## config.mk

```make
export PLATFORM = sky130hd
export DESIGN_NAME = instr_fetch_sequencer
export DESIGN_NICKNAME = d
export VERILOG_FILES = /design/src/rtl/cpu_fetch_pkg.sv /design/src/rtl/instr_byte_packer.sv /design/src/rtl/instr_fetch_sequencer.sv
export SDC_FILE = /design/constraint.sdc
export NUM_CORES = 1
export LEC_CHECK = 0
export ABC_AREA = 1
export CAP_MARGIN = 20
export CORE_AREA = 2 2 87 172
export DETAILED_ROUTE_END_ITERATION = 12
export DIE_AREA = 0 0 89 174
export GPL_TIMING_DRIVEN = 0
export PLACE_DENSITY_LB_ADDON = 0.05
export SYNTH_ARGS = -nofsm -noshare
export SYNTH_HDL_FRONTEND = slang
export SYNTH_HIERARCHICAL = 1
export SYNTH_SLANG_ARGS = --single-unit
```

## constraint.sdc

```tcl
create_clock -name clk -period 1.8 [get_ports clk]
set_clock_uncertainty 0.15 [all_clocks]
set_input_delay 0.36 -clock clk [delete_from_list [all_inputs] [get_ports clk]]
set_output_delay 0.36 -clock clk [all_outputs]
set_load 0.02 [all_outputs]
```

## src/rtl/cpu_fetch_pkg.sv

```systemverilog
// cpu_fetch_pkg: shared widths, fetch FSM states (FAULT only with FETCH_BOUNDS_CHECK_EN) for the instruction fetch sequencer
package cpu_fetch_pkg;
  localparam int ADDR_W      = 24;
  localparam int INSTR_W     = 24;
  localparam int BYTE_W      = 8;
  localparam int INSTR_BYTES = 3;
  typedef enum logic [2:0] {
    IDLE, RD0, RD1, RD2, CAP, VALID
`ifdef FETCH_BOUNDS_CHECK_EN
    , FAULT
`endif
  } fetch_state_t;
endpackage

```

## src/rtl/instr_byte_packer.sv

```systemverilog
// instr_byte_packer: three-slot byte register, slot 0 is the most significant byte of the 24-bit word
module instr_byte_packer
  import cpu_fetch_pkg::*;
(
  input  logic               clk,
  input  logic               rst_n,
  input  logic               clr,
  input  logic               we,
  input  logic [1:0]         idx,
  input  logic [BYTE_W-1:0]  din,
  output logic [INSTR_W-1:0] word
);
  always_ff @(posedge clk or negedge rst_n)
    if (!rst_n)
      word <= '0;
    else if (clr)
      word <= '0;
    else if (we)
      for (int i = 0; i < INSTR_BYTES; i++)
        if (idx == 2'(i)) word[INSTR_W-1-BYTE_W*i -: BYTE_W] <= din;
endmodule

```

## src/rtl/instr_fetch_sequencer.sv

```systemverilog
// instr_fetch_sequencer: 3-byte big-endian instruction fetch FSM owning the PC with branch redirect; FETCH_BOUNDS_CHECK_EN adds fetch_fault
module instr_fetch_sequencer
  import cpu_fetch_pkg::*;
#(
  parameter logic [ADDR_W-1:0] RESET_VECTOR = '0,
  parameter int unsigned       MEM_BYTES    = 128
) (
  input  logic               clk,
  input  logic               rst_n,
  input  logic               fetch_enable,
  output logic [ADDR_W-1:0]  mem_addr,
  output logic               mem_rd_en,
  input  logic [BYTE_W-1:0]  mem_rd_data,
  input  logic               branch_valid,
  input  logic [ADDR_W-1:0]  branch_target,
  output logic               instr_valid,
  input  logic               instr_ready,
  output logic [INSTR_W-1:0] instruction,
  output logic [ADDR_W-1:0]  instr_pc,
  output logic [ADDR_W-1:0]  pc
`ifdef FETCH_BOUNDS_CHECK_EN
  ,
  output logic               fetch_fault
`endif
);
`ifdef FETCH_BOUNDS_CHECK_EN
  localparam bit CHECK = 1'b1;
`else
  localparam bit CHECK = 1'b0;
`endif
  localparam logic [ADDR_W-1:0] STEP = ADDR_W'(INSTR_BYTES);
  fetch_state_t state;
  logic         pk_we;
  logic [1:0]   pk_idx;
  function automatic logic rd_ok(input logic [ADDR_W-1:0] a);
    return !CHECK || (({1'b0, a} + 25'd2) < 25'(MEM_BYTES));
  endfunction
  always_comb begin
    pk_we  = (state == RD1 || state == RD2 || state == CAP) && !branch_valid;
    pk_idx = state == RD1 ? 2'd0 : state == RD2 ? 2'd1 : 2'd2;
  end
  instr_byte_packer u_packer (
    .clk  (clk),
    .rst_n(rst_n),
    .clr  (branch_valid),
    .we   (pk_we),
    .idx  (pk_idx),
    .din  (mem_rd_data),
    .word (instruction)
  );
  always_ff @(posedge clk or negedge rst_n)
    if (!rst_n) begin
      state       <= IDLE;
      pc          <= RESET_VECTOR;
      mem_addr    <= '0;
      mem_rd_en   <= 1'b0;
      instr_valid <= 1'b0;
      instr_pc    <= '0;
`ifdef FETCH_BOUNDS_CHECK_EN
      fetch_fault <= 1'b0;
`endif
    end else if (branch_valid) begin
      pc          <= branch_target;
      state       <= fetch_enable ? RD0 : IDLE;
      mem_addr    <= branch_target;
      mem_rd_en   <= fetch_enable && rd_ok(branch_target);
      instr_valid <= 1'b0;
`ifdef FETCH_BOUNDS_CHECK_EN
      fetch_fault <= 1'b0;
`endif
    end else begin
      case (state)
        IDLE:
          if (fetch_enable) begin
            state     <= RD0;
            mem_addr  <= pc;
            mem_rd_en <= rd_ok(pc);
          end
        RD0:
`ifdef FETCH_BOUNDS_CHECK_EN
          if (!rd_ok(pc)) begin
            state       <= FAULT;
            fetch_fault <= 1'b1;
          end else
`endif
          begin
            state    <= RD1;
            mem_addr <= pc + ADDR_W'(1);
          end
        RD1: begin
          state    <= RD2;
          mem_addr <= pc + ADDR_W'(2);
        end
        RD2: begin
          state     <= CAP;
          mem_rd_en <= 1'b0;
        end
        CAP: begin
          state       <= VALID;
          instr_pc    <= pc;
          instr_valid <= 1'b1;
        end
        VALID:
          if (instr_ready) begin
            pc          <= pc + STEP;
            instr_valid <= 1'b0;
            state       <= fetch_enable ? RD0 : IDLE;
            mem_addr    <= pc + STEP;
            mem_rd_en   <= fetch_enable && rd_ok(pc + STEP);
          end
        default: state <= state;
      endcase
    end
endmodule

```

Yosys cells after proc, flatten, opt, wreduce, memory -nomap -nowiden. Cells that the tools add are included.

Input bits: 37. Word-level logic and storage cells: 72. Register bits: 101. Output and inout bits: 98.

Eq/ne operators: 9. Reduce and logical (&&, ||, !) cells: 25. Add/subtract/negate cells: 3. Bitwise gates (word level): 1. Multiplexer cells: 25.

Operators by type and width (count): $mux 24 (7); $pmux 24 s4 (1); $add 24x2->24 const B (2); $add 24x1->24 const B (1); $mux 8 (3); $pmux 3 s6 (1); $reduce_and 2->1 (6); $reduce_bool 2->1 (6); $mux 3 (3); $reduce_and 3->1 (3); $reduce_bool 7->1 (1); $eq 3x2->1 const B (2); $eq 3x3->1 const B (2); $mux 1 (6); $ne 3x3->1 const B (2); $reduce_bool 5->1 (1); $mux 2 (2); $reduce_bool 4->1 (1); $eq 3x1->1 const B (1); $logic_not 3->1 (1); $pmux 1 s3 (1); $reduce_bool 3->1 (1); $eq 2x1->1 const B (1); $eq 2x2->1 const B (1); other kinds (6) (7).

Longest topological paths before layout. Gate-level depths: netlist of the first run.

Depth in word-level cells: 7. Mapped depth: 14. Gate-level depth less buffers: 14.

Modules after synthesis. The synthesis of the first run kept the hierarchy.

By module, submodules not included: instr_fetch_sequencer (times used 1, area each 5345.1 um2, cells each 764, sequential area each 1926.8 um2); instr_byte_packer (times used 1, area each 1146.1 um2, cells each 127, sequential area each 600.6 um2).

Worst setup path before layout of the first run. No wires, ideal clock.

Kind: register -> register. Start point: register pc[0]. End point: register mem_addr[16]. Data arrival time: 1.844 ns. Buffers on the path: 0. Slack: -0.318 ns. Required time: 1.526 ns. Period minus slack after synthesis: 2.118 ns. Library setup time: 0.124 ns. Cell stages (with the launch flop): 11. Path through: dfrtp_1 -> inv_1 -> ha_1 -> nor2_2 -> nand2_1 -> nor2_1 -> nand2_1 -> nand3_1 -> o21ai_0 -> o21ai_1 -> a21boi_1.

Word-level cells in the longest chain between the ends: 4. Elaborated cells on any way between the ends: 6. Classes of those cells: add/sub: 3; mux: 3.

RTL lines: start, declared (RTL line instr_fetch_sequencer.sv:20) `output logic [ADDR_W-1:0] pc`; start signal, assigned (RTL line instr_fetch_sequencer.sv:63) `pc <= branch_target;`; start signal, assigned (RTL line instr_fetch_sequencer.sv:105) `pc <= pc + STEP;`; $add 24x2->24; $mux 24 (RTL line instr_fetch_sequencer.sv:104) `if (instr_ready) begin`; $pmux 24 s4 * (RTL line instr_fetch_sequencer.sv:72) `case (state)`; $mux 24 * (RTL line instr_fetch_sequencer.sv:62) `end else if (branch_valid) begin`; end signal, assigned (RTL line instr_fetch_sequencer.sv:65) `mem_addr <= branch_target;`; end signal, assigned (RTL line instr_fetch_sequencer.sv:76) `mem_addr <= pc;`; end signal, assigned (RTL line instr_fetch_sequencer.sv:108) `mem_addr <= pc + STEP;`; end, declared (RTL line instr_fetch_sequencer.sv:11) `output logic [ADDR_W-1:0] mem_addr,`.

Every way passes the cells marked *; elsewhere a longest branch is shown, timed or not. The select of a mux whose other input is x is not followed. A chain may end at the register's enable or synchronous reset.

Worst setup path in the final report of the first run.
Start point: register state[1]. End point: register mem_addr[2].

Word-level cells in the longest chain between the ends: 3. Elaborated cells on any way between the ends: 10. Classes of those cells: eq/ne: 5; mux: 2; reduce/logical: 3.

RTL lines: start, declared (RTL line instr_fetch_sequencer.sv:32) `fetch_state_t state;`; start signal, assigned (RTL line instr_fetch_sequencer.sv:64) `state <= fetch_enable ? RD0 : IDLE;`; start signal, assigned (RTL line instr_fetch_sequencer.sv:107) `state <= fetch_enable ? RD0 : IDLE;`; start signal, assigned (RTL line instr_fetch_sequencer.sv:111) `default: state <= state;`; $eq 3x3->1 (tied with other cells) (RTL line instr_fetch_sequencer.sv:72); $pmux 24 s4 (tied with other cells) (RTL line instr_fetch_sequencer.sv:72); $mux 24 or $reduce_and 3->1 (tied branches); end signal, assigned (RTL line instr_fetch_sequencer.sv:65); end signal, assigned (RTL line instr_fetch_sequencer.sv:76); end signal, assigned (RTL line instr_fetch_sequencer.sv:88) `mem_addr <= pc + ADDR_W'(1);`.

Parallel ways exist; a longest one is shown, timed or not.

==> results.toml, run 1 <==
[synth]
synth_top_family_by_area = "simple AND/OR/NAND/NOR gates"
yosysWarningCount = 6
yosys.area_share.simple_pct = 34.08
netlist_area_sq_um = 6491
synth_compound_area_share_pct = 16.06
syn_nets = 932
synth_xor_area_share_pct = 0.8096
netlist_instances = 891
yosys.area_share.adder_pct = 0.7710
synth_edf_count = 0
postSynthAreaPerCell_sq_um = 7.285
yosys.cell_types.count = 46
synth-main-ff-cell = "dfrtp_1"
ys_seq_elements = 101
muxShareOfSynthArea_pct = 0
ys_seq_area_share_pct = 38.94
async_flop_share_pct = 100.0

[critical_path]
slowest_stage = "dfrtp_2"
setup.worst_path.start = "state[1]$_DFFE_PN0P_"
r2r-start = "state[1]$_DFFE_PN0P_"
critical_path_arrival_ns = 2.11
cp-endpoint = "mem_addr[2]$_DFFE_PN0P_"
crit_fanout = 5
r2r_cells = 12
regToRegEndpoint = "mem_addr[2]$_DFFE_PN0P_"
r2r_slack_ns = -0.21
max_stage_delay_ns = 0.46
cp.required_ns = 1.90
cp-end-kind = "flip-flop"
path_cells = "nor2_4 > buf_12 > nand2_8 > nand2_8 > buf_12 > nor2_8 > buf_12 > buf_6 > o21ai_2 > nand2_1 > nand2_1 > a2bb2oi_2"
critPathLaunchType = "flip-flop"
path_common_cell = "buf_12"
crit_type = "flip-flop to flip-flop"

[outcome]
status = "finished with violations"
violations = "negative setup slack"

[floorplan]
pin_count = 135
start_util_pct = 45.48
core_sq_um = 14270
design.die.area_sq_um = 15490
fp.dieW_microns = 89
placement_rows = 62
dieHeight_microns = 174

[clocking]
htreeDepth = 3
tritoncts = "yes"
clk_pin_slew_ns = 0.07
cts_sinks = 101
clk_latency_ns = 0.36
cts_made_buffers = 9
clk_root_buffer_cell = "clkbuf_16"
cts_buffer_depth = 2

[layout]
num_antenna_cells = 0
fin_nets = 1163
finalInstanceArea_sq_um = 10260
utilization_pct = 71.91
drive_above_1_share_pct = 33.63
area_growth_pct = 58.11

[placed_design]
routabilityCongestion = 0.9978
dp_hpwl_mm = 19.07
io_buffers = 134
dp_slack_ns = -1.439
placed_area_sq_um = 8154

[pwr]
pwr_density_cell_nw_per_um2 = 1669
p_leak_nw = 4.961
ir_drop_mv = 1.035

[global_route]
antenna_found_initial = 0
grt.total_usage_pct = 36.76
grt_pass1_vias = 7554
gr-total-overflow = 0
grt_pass1_wl_mm = 41.81
grt_max_degree = 66

[route]
drtIter0Drc = 470
vias = 7597
dr.pass1.iters = 5
finalWirelength_mm = 28.38
viasPerCell = 5.760
remaining_drc_errors = 0
wl_per_cell_microns = 21.52
final_antenna_net_count = 0

[sta]
fin_crit_sh_pct = 111.7
tightest_slew_ns = 0.7079
finalHoldViolations = 0
tns_ns = -5.505
worst_slack_ns = -0.2115
period_minus_slack_ns = 2.011
slew_headroom_pct = 52.81
grt_setup_unrepaired = "yes"
maxClockFrequency_mhz = 497.1
finalMaxSlewViolations = 0
setup_violations = 51

[min_path]
hold_path.class = "flip-flop to flip-flop"

[job]
drv_cap = 0
[flip-flops by register name (all words and copies together) (netlist names)]
register	flops
instr_pc	24
mem_addr	24
instr_valid	1
u_packer/word	24
pc	24
state	3
mem_rd_en	1
[area by class of cell]
type	instances	area, sq um
buffer	34	365.4
tap	192	240.2
fill	1233	4010
sequential	101	2554
clock inverter	5	82.58
inverter	90	409.1
clock buffer	11	242.7
multi-input combinational	666	4209
timing repair buffer	220	2161
[metrics by stage]
step | total power [W] | hold WS (ns) | cells
after floorplan | 0.008432 | -0.08559 | 891
final | 0.01713 | 0.3301 | 1319
after global routing | 0.01798 | 0.3487 | 1319
after CTS | 0.01621 | 0.3351 | 1305
after detailed placement | 0.01163 | 0.2220 | 1218
after global placement | 0.01159 | 0.3151 | 1217
[worst min-delay path by stage]
stage	start	end	slack [ns]	depth (start not counted)
after CTS	instr_pc[12]$_DFFE_PN0P_	instr_pc[12]$_DFFE_PN0P_	0.34	2
after floorplan	rst_n	instr_pc[0]$_DFFE_PN0P_	-0.09	0
final	instr_pc[12]$_DFFE_PN0P_	instr_pc[12]$_DFFE_PN0P_	0.33	2
after global placement	mem_addr[3]$_DFFE_PN0P_	mem_addr[3]$_DFFE_PN0P_	0.32	2
after global routing	mem_addr[8]$_DFFE_PN0P_	mem_addr[8]$_DFFE_PN0P_	0.35	2
after detailed placement	rst_n	u_packer/word[17]$_DFFE_PN0P_	0.22	1
[Yosys cell counts (2+ instances only)]
master	n	area [sq um]
inv_8	2	22.52
nand3_2	9	90.09
a21oi_1	47	235.2
o211ai_1	4	30.03
nor2_8	2	40.04
o22ai_1	5	31.28
inv_2	9	33.78
o21ai_1	17	85.08
a22oi_1	14	105.1
a31oi_1	3	18.77
nand2_1	233	874.6
clkbuf_1	11	41.29
nor2_1	64	240.2
nand4_1	12	75.07
nand2_4	4	45.04
nor2_2	9	56.30
buf_4	5	37.54
nand2_8	2	40.04
o31ai_1	2	15.01
a21boi_1	8	60.06
o21a_1	2	15.01
buf_6	7	78.83
ha_1	4	50.05
nor3_1	4	20.02
a2bb2oi_1	7	61.31
or2_2	12	75.07
inv_1	76	285.3
xor2_1	6	52.55
or2_1	2	12.51
nor2_4	4	45.04
o21ai_0	72	360.4
nand3_4	2	35.03
nand2_2	2	12.51
dfrtp_1	101	2527
buf_2	10	50.05
nand3_1	108	540.5
[critical path, delay by kind of cell, from the launching register on]
| family | cells | cell delay, ns |
|---|---|---|
| and+or+nand+nor | 6 | 0.61 |
| buffers and inverters | 4 | 0.52 |
| DFF | 1 | 0.46 |
| AOI/OAI and AO/OA | 2 | 0.15 |
[routing by layer]
| metal | vias up | part of all wire (%) | global-route usage (%) |
|---|---|---|---|
| met4 | 0 | 9.7 | 29.10 |
| li1 | 3440 | - | - |
| met3 | 165 | 6.5 | 6.790 |
| met5 | - | 0 | 0 |
| met2 | 415 | 52 | 63.99 |
| met1 | 3577 | 32 | 36.26 |
[repair_timing]
item	in CTS	in global routing
endpoints found under the hold margin	36	0
gates cloned	8	1
gates resized for setup	306	121
hold buffers	1	0
setup endpoints to repair	197	91
pin swaps	47	56
setup buffers	62	17
[cells by family after synthesis]
family                   after synthesis
AO/OA/AOI/OAI                        184
flip-flops                           101
buffers and inverters                126
adder cells (fa/ha/maj)                4
XOR/XNOR                               6
AND/OR/NAND/NOR                      470
[layout by cell type, fill, tap and decap left out, types with 7 or more instances in the layout]
cell type	n
inv_2	15
a21oi_2	17
nand2_8	9
nor2_1	33
nor2_2	18
a21boi_1	7
buf_4	61
o21ai_1	21
nand2_2	31
nand2_4	14
nand3_1	86
buf_12	17
or2_2	8
dfrtp_2	21
dlygate4sd2_1	94
a22oi_1	12
nand2_1	188
nand3_2	28
buf_6	18
clkbuf_2	8
clkdlybuf4s50_1	34
dfrtp_1	80
clkbuf_16	10
o21ai_0	52
o21ai_2	15
nand4_1	12
inv_1	62
a21oi_1	31
nor2_4	26
[power by group]
group	internal [W]	switching [W]
registers	0.00308	0.000707
logic	0.00469	0.00648
clock network	0.00126	0.000916
(Power assumes the default switching activity.)
==> run 2: changes to the inputs <==
--- a/config.mk
+++ b/config.mk
@@ -16,3 +16,4 @@
 export SYNTH_HDL_FRONTEND = slang
 export SYNTH_HIERARCHICAL = 1
 export SYNTH_SLANG_ARGS = --single-unit
+export TNS_END_PERCENT = 10
==> run 2 against run 1 <==
Critical path type unchanged. The run still ends with negative setup slack left. Clock power shrank 11%. Die area is the same. Critical endpoint is now mem_addr[13]$_DFFE_PN0P_. Non-clock buffer count shrank 40. Highest routed layer unchanged.
==> results.toml, run 2 (synthesized netlist as in run 1, its figures left out) <==
[critical_path]
critPathLaunchType = "flip-flop"
critical_path_arrival_ns = 2.10
cp.required_ns = 1.91
crit_fanout = 7
cp-end-kind = "flip-flop"
crit_type = "flip-flop to flip-flop"

[global_route]
grt_pass1_vias = 7018
grt.total_usage_pct = 33.37
grt_pass1_wl_mm = 38.16
grt_max_degree = 68
antenna_found_initial = 0
gr-total-overflow = 0

[layout]
num_antenna_cells = 0
area_growth_pct = 40.63
fillers = 1426
fin_nets = 1121
finalInstanceArea_sq_um = 9129
layout_commonest_cell = "nand2_1"
fin_cells = 1277
drive_above_1_share_pct = 22.21
final_cell_mix = "nand2_1, nand3_1, dlygate4sd2_1"

[pwr]
finalPower_w = 0.01451
ir_drop_mv = 0.9621
p_leak_nw = 4.520
pwr_density_cell_nw_per_um2 = 1590

[placed_design]
placed_area_sq_um = 8143
routabilityCongestion = 0.9901
dp_hpwl_mm = 19.02
io_buffers = 134
dpl.cell_count = 1218
dp_slack_ns = -1.401

[job]
drv_cap = 0

[min_path]
hold_path.class = "flip-flop to flip-flop"

[sta]
finalHoldViolations = 0
slew_headroom_pct = 48.04
period_minus_slack_ns = 1.993
finalMaxSlewViolations = 0
whs_ns = 0.3346
worst_slack_ns = -0.1925
maxClockFrequency_mhz = 501.9
grt_setup_unrepaired = "yes"
setup_violations = 49
fin_crit_sh_pct = 110.7
tightest_slew_ns = 0.7794

[floorplan]
dieHeight_microns = 174
fp.dieW_microns = 89
start_util_pct = 45.48
design.die.area_sq_um = 15490
pin_count = 135
core_sq_um = 14270
placement_rows = 62

[outcome]
violations = "negative setup slack"
status = "finished with violations"

[clocking]
cts_sinks = 101
htreeDepth = 3
tritoncts = "yes"
clk_pin_slew_ns = 0.08
cts_made_buffers = 9
cts_buffer_depth = 2
clk_latency_ns = 0.36
clk_root_buffer_cell = "clkbuf_16"

[route]
vias = 7169
wl_per_cell_microns = 20.33
viasPerCell = 5.614
remaining_drc_errors = 0
final_antenna_net_count = 0
dr.pass1.iters = 5
drtIter0Drc = 399
finalWirelength_mm = 25.96
run 2: metrics by stage:
| step | utilization (%) | setup TNS, ns |
|---|---|---|
| 6_report | 63.96 | -6.917 |
| 5_1_grt | 63.96 | -12.00 |
| 4_1_cts | 60.44 | -8.104 |
| 3_5_place_dp | 57.05 | -87.36 |
| 3_3_place_gp | 56.87 | -475.03 |
| 2_1_floorplan | - | -0.1233 |
run 2: metal layers:
layer  track usage [%]  routed length, microns
met1             34.30                    8734
met2             59.36                   13790
met3             4.748                    1344
met4             22.95                    2084
met5                 0                       0
run 2: timing repair:
| action | CTS | global route |
|---|---|---|
| gates cloned | 0 | 1 |
| pin swaps | 7 | 29 |
| endpoints found under the hold margin | 34 | 0 |
| hold buffers | 1 | 0 |
| setup endpoints to repair | 197 | 100 |
| resized for setup | 139 | 104 |
| setup buffers | 18 | 23 |
run 2: path summary, 6_finish.rpt:
path                                    startpoint                             to  slack, ns  cells past startpoint
max                              pc[1]$_DFFE_PN0P_       mem_addr[13]$_DFFE_PN0P_      -0.19                     11
min                        mem_addr[0]$_DFFE_PN0P_        mem_addr[0]$_DFFE_PN0P_       0.33                      2
max reg2reg                      pc[1]$_DFFE_PN0P_       mem_addr[13]$_DFFE_PN0P_      -0.19                     11
min reg2reg                mem_addr[0]$_DFFE_PN0P_        mem_addr[0]$_DFFE_PN0P_       0.33                      2
max in group asynchronous                    rst_n             pc[12]$_DFFE_PN0P_       0.41                      3
min in group asynchronous                    rst_n  u_packer/word[18]$_DFFE_PN0P_       0.34                      2
run 2: worst max-delay path, cell delays in order, from the launching register on:
cell,delay (ns)
dfrtp_2,0.48
clkinv_4,0.11
ha_2,0.19
nand2_2,0.07
nand2_4,0.12
nand3_4,0.10
nor2_4,0.15
nand2_1,0.06
nand3_1,0.10
o21ai_0,0.08
nor2_1,0.21
nor2_2,0.05
run 2: power by group:
part | internal [W] | switching, W | total, W
sequential | 0.00307 | 0.000707 | 0.00377
clock | 0.000959 | 0.000981 | 0.00194
combinational | 0.00338 | 0.00541 | 0.00880
run 2: layout make-up:
class / count / area [sq um] / share of cell area (%)
multi-input combinational: 664 / 3724 / 40.79
sequential: 101 / 2545 / 27.88
timing repair buffer: 178 / 1625 / 17.80
inverter: 90 / 386.6 / 4.235
buffer: 36 / 325.3 / 3.564
tap: 192 / 240.2 / 2.632
clock buffer: 9 / 225.2 / 2.467
clock inverter: 7 / 57.56 / 0.6305
==> run 3: changes to the inputs <==
--- a/config.mk
+++ b/config.mk
@@ -7,9 +7,9 @@
 export LEC_CHECK = 0
 export ABC_AREA = 1
 export CAP_MARGIN = 20
-export CORE_AREA = 2 2 87 172
+export CORE_AREA = 2 2 90 179
 export DETAILED_ROUTE_END_ITERATION = 12
-export DIE_AREA = 0 0 89 174
+export DIE_AREA = 0 0 92 181
 export GPL_TIMING_DRIVEN = 0
 export PLACE_DENSITY_LB_ADDON = 0.05
 export SYNTH_ARGS = -nofsm -noshare
==> run 3 against run 2 <==
The run still ends with negative setup slack left. Sequential power hardly changed. Core utilization fell by 3.6 points. Worst setup slack worse by 0.070 ns. Total power decreased by 1.3%. Routed wire length up 0.65%. Global-route usage fell by 2.2 points. Non-clock buffer count down 5. Worst hold slack worse by 0.0065 ns. Sequential share of layout area fell by 0.074 points. Final area increased by 0.56%. Die area is 7.5% higher. Critical path type unchanged. Critical endpoint is now mem_addr[15]$_DFFE_PN0P_. Highest routed layer unchanged.
==> results.toml, run 3 (synthesized netlist as in run 1, its figures left out) <==
[clocking]
clk_latency_ns = 0.35
cts_buffer_depth = 2
cts_sinks = 101
cts_made_buffers = 9
clk_root_buffer_cell = "clkbuf_16"
htreeDepth = 3
clk_pin_slew_ns = 0.08
tritoncts = "yes"

[placed_design]
routabilityCongestion = 0.9592
dp_hpwl_mm = 19.37
placed_area_sq_um = 8150
io_buffers = 134
dp_slack_ns = -1.441

[route]
remaining_drc_errors = 0
viasPerCell = 5.505
vias = 7035
wl_per_cell_microns = 20.44
final_antenna_net_count = 0
dr.pass1.iters = 7
drtIter0Drc = 421
finalWirelength_mm = 26.13

[sta]
grt_setup_unrepaired = "yes"
tns_ns = -3.847
setup_violations = 36
slew_headroom_pct = 51.56
period_minus_slack_ns = 2.063
finalHoldViolations = 0
finalMaxSlewViolations = 0
fin_crit_sh_pct = 114.6
maxClockFrequency_mhz = 484.8
whs_ns = 0.3281
tightest_slew_ns = 0.7265
worst_slack_ns = -0.2628

[layout]
final_cell_mix = "nand2_1, dlygate4sd2_1, nand3_1"
fin_nets = 1116
drive_above_1_share_pct = 22.87
fillers = 1499
num_antenna_cells = 0
finalInstanceArea_sq_um = 9180
layout_commonest_cell = "nand2_1"
area_growth_pct = 41.42

[critical_path]
path_common_cell = "nand2_1"
path_cells = "buf_4 > ha_4 > nand3_2 > nor2_4 > nand3_1 > nand2_1 > nand2_1 > o21ai_1 > nand3_1 > nand2_1 > a21boi_1"
critPathLaunchType = "flip-flop"
max_stage_delay_ns = 0.45
cp.required_ns = 1.89
crit_type = "flip-flop to flip-flop"
crit_fanout = 6
cp-end-kind = "flip-flop"
slowest_stage = "dfrtp_2"
critical_path_arrival_ns = 2.15

[pwr]
p_leak_nw = 4.504
pwr_density_cell_nw_per_um2 = 1560
finalPower_w = 0.01432
ir_drop_mv = 0.9347

[global_route]
grt_max_degree = 56
grt_pass1_vias = 6983
gr-total-overflow = 0
grt_pass1_wl_mm = 39.21
antenna_found_initial = 0
grt.total_usage_pct = 31.17

[floorplan]
design.die.area_sq_um = 16650
start_util_pct = 42.66
placement_rows = 64
fp.dieW_microns = 92
core_sq_um = 15210
pin_count = 135
dieHeight_microns = 181

[min_path]
hold_path.class = "flip-flop to flip-flop"

[outcome]
status = "finished with violations"
violations = "negative setup slack"

[job]
drv_cap = 0
[run 3: cell types whose count changed in the layout (fill, tap and decap cells not counted), sizes merged]
cell / delta
dlygate4sd2: +4
clkinvlp: -2
dlymetal6s2s: -5
inv: +1
buf: -3
[run 3: worst max-delay path: cells and delay by family (launching register included)]
kind	cells	cell delay (ns)
AOI/OAI and AO/OA	2	0.23
adders and majority gates	1	0.18
buffers and inverters	1	0.15
DFF	1	0.45
and+or+nand+nor	7	0.77
[run 3: timing repair]
action	4_1_cts	5_1_grt
endpoints found under the hold margin	46	0
pin swaps	9	29
cloned	1	0
hold buffers	1	0
setup endpoints to repair	197	86
buffers inserted	16	20
resized for setup	180	102
[run 3: final timing paths]
kind                                    startpoint                            end  slack, ns  cells past startpoint
setup reg to reg                 pc[1]$_DFFE_PN0P_       mem_addr[15]$_DFFE_PN0P_      -0.26                     11
max in group asynchronous                    rst_n             pc[13]$_DFFE_PN0P_       0.33                      3
hold / removal             mem_addr[0]$_DFFE_PN0P_        mem_addr[0]$_DFFE_PN0P_       0.33                      2
min in group asynchronous                    rst_n  u_packer/word[18]$_DFFE_PN0P_       0.43                      2
setup / recovery                 pc[1]$_DFFE_PN0P_       mem_addr[15]$_DFFE_PN0P_      -0.26                     11
hold reg to reg            mem_addr[0]$_DFFE_PN0P_        mem_addr[0]$_DFFE_PN0P_       0.33                      2
[run 3: stage by stage]
stage | util [%] | instances
4_1_cts | 57.30 | 1258
3_5_place_dp | 53.57 | 1224
6_report | 60.34 | 1278
2_1_floorplan | - | 891
5_1_grt | 60.34 | 1278
3_3_place_gp | 53.40 | 1223
[run 3: layer usage]
| metal | GRT usage [%] | vias up | share of wire [%] |
|---|---|---|---|
| met2 | 58.62 | 295 | 54 |
| li1 | - | 3330 | - |
| met4 | 19.10 | 0 | 7.0 |
| met1 | 32.00 | 3312 | 34 |
| met5 | 0 | - | 0 |
| met3 | 3.586 | 98 | 4.7 |
[run 3: where the power goes]
part	switching (W)	internal (W)
registers	0.000699	0.00307
logic	0.00538	0.00324
clock network	0.000965	0.000966
[run 3: final cells by class]
class                      count  area (sq um)  area share (%)
buffer                        36         337.8           3.680
clock buffer                  10         229.0           2.494
clock inverter                 6         53.80          0.5861
inverter                      90         399.1           4.348
multi-input combinational    664          3819           41.60
sequential                   101          2552           27.80
tap                          198         247.7           2.699
timing repair buffer         173          1541           16.79
